`src/rtl/cbus_mem_model.sv`:
```
// cbus simulation memory + CLINT responder: round-robin multi-port slave with
// LFSR-driven latency, a 64-bit word array and sticky protocol-error reporting.

package cbus_pkg;
  localparam logic [1:0] BURST_FIXED = 2'd0;
  localparam logic [1:0] BURST_INCR  = 2'd1;
  localparam logic [1:0] BURST_WRAP  = 2'd2;

  typedef struct packed {
    logic        valid;
    logic        is_write;
    logic [2:0]  size;
    logic [63:0] addr;
    logic [7:0]  len;
    logic [1:0]  burst;
    logic [63:0] data;
    logic [7:0]  strobe;
  } cbus_req_t;

  typedef struct packed {
    logic        ready;
    logic        last;
    logic [63:0] data;
  } cbus_resp_t;
endpackage

// Per-port response driver: only the selected port ever sees a non-zero response.
module cbus_mem_model_port
  import cbus_pkg::*;
(
  input  logic        sel,
  input  logic        last,
  input  logic [63:0] rdata,
  output cbus_resp_t  resp
);
  // zero unless this port owns the beat in flight
  always_comb begin
    resp = '0;
    if (sel) begin
      resp.ready = 1'b1;
      resp.last  = last;
      resp.data  = rdata;
    end
  end
endmodule


```
`config.mk`:
```
export PLATFORM = sky130hd
export DESIGN_NAME = cbus_mem_model_port
export DESIGN_NICKNAME = d
export VERILOG_FILES = /design/src/rtl/cbus_mem_model.sv
export SDC_FILE = /design/constraint.sdc
export NUM_CORES = 1
export LEC_CHECK = 0
export CORE_MARGIN = 2
export CORE_UTILIZATION = 16
export DETAILED_ROUTE_END_ITERATION = 7
export PLACE_DENSITY = 0.86
export SYNTH_ARGS = -nofsm -noshare
export SYNTH_HDL_FRONTEND = slang
export SYNTH_SLANG_ARGS = --single-unit
```
`constraint.sdc`:
```
create_clock -name vclk -period 0.8
set_input_delay 0.12 -clock vclk [all_inputs]
set_output_delay 0.12 -clock vclk [all_outputs]
set_load 0.005 [all_outputs]
```
# Word level (Yosys, flattened, before mapping)
# Index checks and enable logic that the tools add are counted.
[word_totals] in_bits=66 elab_cells=1 output_inout_bits=66 register_bits=0
[classes] muxes=1
[op_table] operator="66-bit 2-to-1 mux" count=1

# Logic depth before layout (Yosys ltp)
# Gate-level depths: netlist of the first run.
[depth] depth_word=1 depth_mapped=3 mapped_depth_nobuf=1

# Worst setup path after synthesis of the first run
# No wires, ideal clock.
[synth_timing] path_type="input -> output" start="in sel" end="out resp[13] in the netlist's numbering" required_time_ns=0.680 slack_ns=0.192 arrival_time_ns=0.488 path_stages=3 path_buffers=2 path_cell_list="buf_6 > buf_6 > and2_1"
[synth_rtl] item="from (decl)" line="31" source="input logic sel,"
[synth_rtl] item="to (decl)" line="34" source="output cbus_resp_t resp"

==> metrics, run 1 <==
final worst-path cycle share 98.5%; Synth Net Count approximately 140; Routed Antenna Nets 0; total gr overflow 0; setup slack at placement -0.879 ns; Chip Width between 50 and 60 µm; first-pass GRT wire length around 3800 µm; P&R area growth vs syn 238%; via count ~970; setup ws final 0.0118 ns; Final min period 0.788 ns; synth warn 0; Min Hold Slack 0.620 ns; kind of critical path in2out; Worst EP arrival 0.67 ns; commonest cells after routing, fill and taps aside dlygate4sd2_1, buf_2, and2_1; First DRT Iteration DRCs 10; Multi-input gate area roughly 440 µm²; RD Place Congestion about 0.68; worst hold-check path type in2out; Synth top area share 83.5%; Placed Cells 232; cts-stage hold buffer count 0; Lkg Pwr 0.980 nW; Initial DRT Pass Iterations 4; f_max 1270 MHz; share of layout cells above drive strength 1 a little over two fifths; post-synthesis instance total 73; Final Power 0.000716 W; die area 3500 µm²; relative slew slack 95.2%; Routed wire per std cell 12.3 µm; Post-Synthesis Cell Area 487 µm²; Final setup viols 0; Seq cells 0; Syn Area/Cell 6.67 µm²; count of cell types in the netlist 4; sequential area share after synthesis 0%; Buffers on Ports 132; Critical Path Start Type input port; Total Wirelength 2950 µm; Power Dens Cells approximately 440 nW/µm²; Starting Density 16.3%; die span in y 59.2 µm; Crit path required time 0.68 ns; row cnt 20; crit end category primary output; number of global-route vias before repair 800; RSZ-0062 raised after global routing true; area leader, netlist and2_1; vias per std cell a little over 4; maximum fanout along the worst path 8; Peak VDD IR about 170 µV; status completed; Pins Over Slew Limit 0; gr usage total roughly 14%; Fin. Hold Viols 0; core footprint 2980 µm²; commonest non-fill, non-tap cell in the layout dlygate4sd2_1; Layout Nets 275; pin count of the biggest net entering global routing 20; DRC Markers 0; largest cells by area after synthesis and2_1, buf_6, buf_4; Worst Max-Slew Pin Slew roughly 0.072 ns; Max-Cap Viols 0; initial antenna violation count 0; dpl hpwl 2160 µm; number of standard cells in the final layout excluding fillers 240; FF/Latch Area 0 µm²; fill cell count ~340; # IOs 132; clock buffers 0; diode count 0
## path summary, 6_finish.rpt
check                 startpoint        to  slack (ns)  depth (start not counted)
worst max-delay path         sel  resp[19]        0.01                          4
worst min-delay path   rdata[51]  resp[51]        0.62                          3
## layer usage
| layer | GRT usage, % | up-vias | part of all wire [%] |
|---|---|---|---|
| li1 | - | 482 | - |
| met1 | 18.1 | 424 | 39 |
| met2 | 24.9 | 66 | 51 |
| met3 | 2.62 | 0 | 11 |
| met4 | 0 | 0 | 0 |
| met5 | 0 | - | 0 |
## where the power goes
part           switching (W)  total [W]  internal [W]
clock                      0          0             0
sequential                 0          0             0
combinational       0.000218   0.000716      0.000498
total               0.000218   0.000716      0.000498
## cell usage after synthesis, drive strengths merged
| cell type | instances |
|---|---|
| buf | 8 |
| and2 | 65 |
## logic make-up (layout without fill, tap and decap cells)
kind of cell           Yosys count  in the layout  share of synthesized area [%]
buffers and inverters            8            142                           16.5
AND/OR/NAND/NOR                 65             65                           83.5
## critical path, cell delays in order
cell and delay [ns]:
clkbuf_16 0.14, buf_12 0.13, and2_1 0.15, buf_2 0.12
## metrics by stage
step	util, %	setup TNS, ns	cell area (µm²)
after floorplan	-	0	487
after global placement	60.8	-54.53	1810
after detailed placement	60.8	-55.35	1810
after CTS	50.2	0	1490
after global routing	55.3	-0.00524	1650
final	55.3	0	1650
## area by class of cell
class / count / area share, %
multi-input combinational: 65 / 26.7
timing repair buffer: 142 / 70.8
tap: 33 / 2.51
## repair_timing
| action | in CTS | in global routing |
|---|---|---|
| endpoints found under the hold margin | 0 | 0 |
| endpoints found under the setup margin | 66 | 21 |
| resized for setup | 335 | 14 |
| cloned | 3 | 5 |
| setup buffers | 0 | 0 |
| pin swaps | 53 | 0 |
Power figures use the tool's default switching activity.
==> inputs of run 2 (changes only) <==
- CORE_UTILIZATION: 16 -> 17
- PLACE_DENSITY: 0.86 -> 0.91
- clock period: 0.8 -> 1 ns (I/O delays scaled with it)
==> run 2 against run 1 <==
Compared with the run above: count of clock-buffer cells in the layout did not move; die area is 5.5% lower; design area decreased by 3.2%; setup slack worse by 0.00089 ns; power shrank 22%; first-iteration DRC count grew to 2.7 times the previous value; worst hold slack got worse by 0.034 ns; critical path depth fell by 1; highest routed layer is now met4; sequential cell count stayed put; via count down 3.4%.
==> metrics, run 2 (synthesized netlist as in run 1, its figures left out) <==
Gate power share between 90% and 100%; Peak VDD IR 235 µV; Critical Path Start Type input port; P_int slightly above 0.0004 W; FF/Latch Area 0 µm²; commonest cells after routing, fill and taps aside and2_1, buf_2, clkdlybuf4s50_1; final std cell area, no fill 1590 µm²; placed cell area 1810 µm²; sequential share of power 0%; worst hold start rdata[14]; Pins Over Slew Limit 0; Layout Nets 269; status completed; share of layout cells above drive strength 1 34.8%; gr usage total 15.8%; diode count 0; commonest non-fill, non-tap cell in the layout and2_1; worst hold-check path type in2out; P&R area growth vs syn 227%; DRC Markers 0; initial antenna violation count 0; Routed wire per std cell 11.9 µm; via count roughly 940; clock network fraction of total power 0%; Lkg Pwr 0.956 nW; hold depth 3; Power Dens Cells 353 nW/µm²; clock buffers 0; First DRT Iteration DRCs 27; Buffers on Ports 132; fill cell count 281; maximum fanout along the worst path 1; Max-Cap Viols 0; row cnt 19; Seq cells 0; f_max 1010 MHz; Final setup viols 0; die span in y 57.5 µm; die area around 3300 µm²; number of global-route vias before repair 925; # IOs approximately 130; Worst Max-Slew Pin Slew 0.0897 ns; Endpoint, Worst Hold resp[14]; Final min period 0.989 ns; pin count of the biggest net entering global routing 21; Chip Width 57.5 µm; final worst-path cycle share between 90% and 100%; crit end category primary output; Routed Antenna Nets 0; relative slew slack 94.0%; core footprint between 2000 and 3000 µm²; Initial DRT Pass Iterations 4; RSZ-0062 raised after global routing false; Total Wirelength approximately 2800 µm; kind of critical path in2out; dpl hpwl 2210 µm; RD Place Congestion 0.758; cts-stage hold buffer count 0; setup slack at placement -0.722 ns; Final Power 0.000562 W; setup ws final roughly 0.011 ns; Fin. Hold Viols 0; Switching Fraction 28.4%; Starting Density 17.8%; Worst EP arrival 0.84 ns; Crit path required time 0.85 ns; Min Hold Slack 0.586 ns; total gr overflow 0; P_sw 0.000159 W; first-pass GRT wire length between 4000 and 5000 µm; vias per std cell 4.05
[run 2: power by group through the flow]
stage	combinational (W)	clock, W	sequential [W]
floorplan	0.000167	0	0
global placement	0.000674	0	0
detailed placement	0.000683	0	0
CTS	0.000582	0	0
global route	0.000613	0	0
finish	0.000562	0	0
[run 2: worst max path at each step]
| stage | depth (start not counted) | endpoint | from |
|---|---|---|---|
| floorplan | 3 | resp[13] | sel |
| global placement | 4 | resp[54] | sel |
| detailed placement | 4 | resp[56] | sel |
| CTS | 3 | resp[46] | rdata[46] |
| global route | 3 | resp[5] | rdata[5] |
| finish | 3 | resp[63] | rdata[63] |
[run 2: per-layer routing]
metal	share of wire [%]	GRT usage (%)
met3	9.5	2.04
met2	53	30.4
met1	35	18.5
met5	0	0
met4	2.5	2.99
[run 2: area by class of cell]
cell class                      count  area, µm²  area share, %
Multi-Input combinational cell     65        409           25.7
Tap cell                           31       38.8           2.44
Timing Repair Buffer              136       1140           71.9
[run 2: through the flow]
step | cells | TNS, ns | utilization [%]
2_1_floorplan | 73 | 0 | -
4_1_cts | 232 | 0 | 56.6
3_3_place_gp | 230 | -45.11 | 66.1
5_1_grt | 232 | 0 | 58.3
3_5_place_dp | 230 | -45.51 | 66.1
6_report | 232 | 0 | 58.3
[run 2: timing repair]
item / 4_1_cts / 5_1_grt
gates resized for setup: 268 / 18
setup endpoints to repair: 66 / 22
setup buffers: 0 / 0
gates cloned: 2 / 0
pin swaps: 5 / 21
[run 2: worst max-delay path, cell delays in order]
cell	delay, ns
clkdlybuf4s50_1	0.47
and2_1	0.12
buf_2	0.11
==> inputs of run 3 (changes only) <==
- CORE_ASPECT_RATIO: not set -> 0.7
==> run 3 against run 2 <==
Compared with the run above: global-route usage decreased by 0.50 points; worst hold slack got worse by 0.00069 ns; non-clock buffer count decreased by 1; power decreased by 0.71%; sequential share of layout area unchanged; core utilization decreased by 1.4 points; critical path depth unchanged; setup slack improved by 0.0092 ns; design area decreased by 1.4%; critical endpoint is now resp[40]; largest power group unchanged.
==> metrics, run 3 (synthesized netlist as in run 1, its figures left out) <==
via count 883; final worst-path cycle share 98.0%; share of layout cells above drive strength 1 around 36%; Lkg Pwr 0.899 nW; Multi-input gate area 414 µm²; Routed wire per std cell 11.8 µm; Final min period 0.980 ns; worst hold start rdata[41]; diode count 0; dpl hpwl 2290 µm; hold depth 3; Power Dens Cells 355 nW/µm²; Worst EP arrival 0.83 ns; clock buffers 0; die area around 3300 µm²; First DRT Iteration DRCs 13; vias per std cell approximately 3.7; placed cell area around 1800 µm²; fill cell count 302; Crit path required time 0.85 ns; first-pass GRT wire length 4110 µm; Routed Antenna Nets 0; Chip Width 68.0 µm; gr usage total about 15%; Critical Path Start Type input port; initial antenna violation count 0; RD Place Congestion 0.733; Final setup viols 0; crit end category primary output; row cnt 16; setup TNS 0 ns; Seq cells 0; Post-CTS Setup Bufs 0; core footprint 2760 µm²; RSZ-0062 raised after global routing false; setup slack at placement -0.723 ns; P&R area growth vs syn 223%; Max-Cap Viols 0; f_max 1020 MHz; Buffers on Ports approximately 130; Starting Density 17.6%; kind of critical path in2out; DRC Markers 0; CP startpoint rdata[40]; FF/Latch Area 0 µm²; Endpoint, Worst Hold resp[41]; final std cell area, no fill around 1600 µm²; pin count of the biggest net entering global routing 30; setup ws final 0.0201 ns; Peak VDD IR 212 µV; status completed; Layout Nets about 270; Core Util, Final a little under three fifths; Worst Max-Slew Pin Slew ~0.086 ns; maximum fanout along the worst path 1; relative slew slack 94.3%; Initial DRT Pass Iterations 3; worst hold-check path type in2out; total gr overflow 0; die span in y roughly 49 µm; commonest cells after routing, fill and taps aside and2_1, buf_2, clkdlybuf4s50_1; Fin. Hold Viols 0; number of global-route vias before repair around 770; Pins Over Slew Limit 0; # IOs 132; Total Wirelength 2780 µm
## run 3: cell count changes in the layout (fill, tap and decap cells not counted), sizes merged
| cell | before | now |
|---|---|---|
| dlygate4sd2 | 4 | 2 |
| dlymetal6s2s | 17 | 12 |
| clkdlybuf4s50 | 46 | 52 |
## run 3: metal layers
metal,wire length (µm),track usage (%),vias up
li1,-,-,469
met1,1020,18.4,363
met2,1390,27.7,49
met3,360,3.95,2
met4,20,1.67,0
met5,0,0,-
## run 3: worst max path at each step
stage                    end  slack, ns
floorplan           resp[13]       0.33
global placement    resp[22]      -0.71
detailed placement  resp[42]      -0.72
CTS                 resp[53]      0.008
global route         resp[4]     0.0002
finish              resp[40]       0.02
## run 3: final cells by class
class	count	area share, %
timing repair buffer	135	70.8
multi-input combinational	65	26.4
tap	36	2.87
## run 3: metrics by stage
step	power [W]	hold WS [ns]	cells
2_1_floorplan	0.000167	0.381	73
3_3_place_gp	0.000675	1.26	235
3_5_place_dp	0.000682	1.26	235
4_1_cts	0.000565	0.770	236
5_1_grt	0.000608	0.622	236
6_report	0.000558	0.585	236
## run 3: what timing repair did
action | in CTS | in global routing
hold buffers | 0 | 0
setup endpoints to repair | 66 | 21
gates resized for setup | 270 | 16
pin swaps | 4 | 18
hold endpoints to repair | 0 | 0
cloned | 1 | 0
## run 3: critical path: stages
cell and delay, ns:
clkdlybuf4s50_1 0.46, and2_1 0.11, buf_2 0.10
## run 3: report_power, final
part / switching (W) / internal (W) / leakage, nW
registers: 0 / 0 / 0
logic: 0.000156 / 0.000402 / 0.899
clock network: 0 / 0 / 0
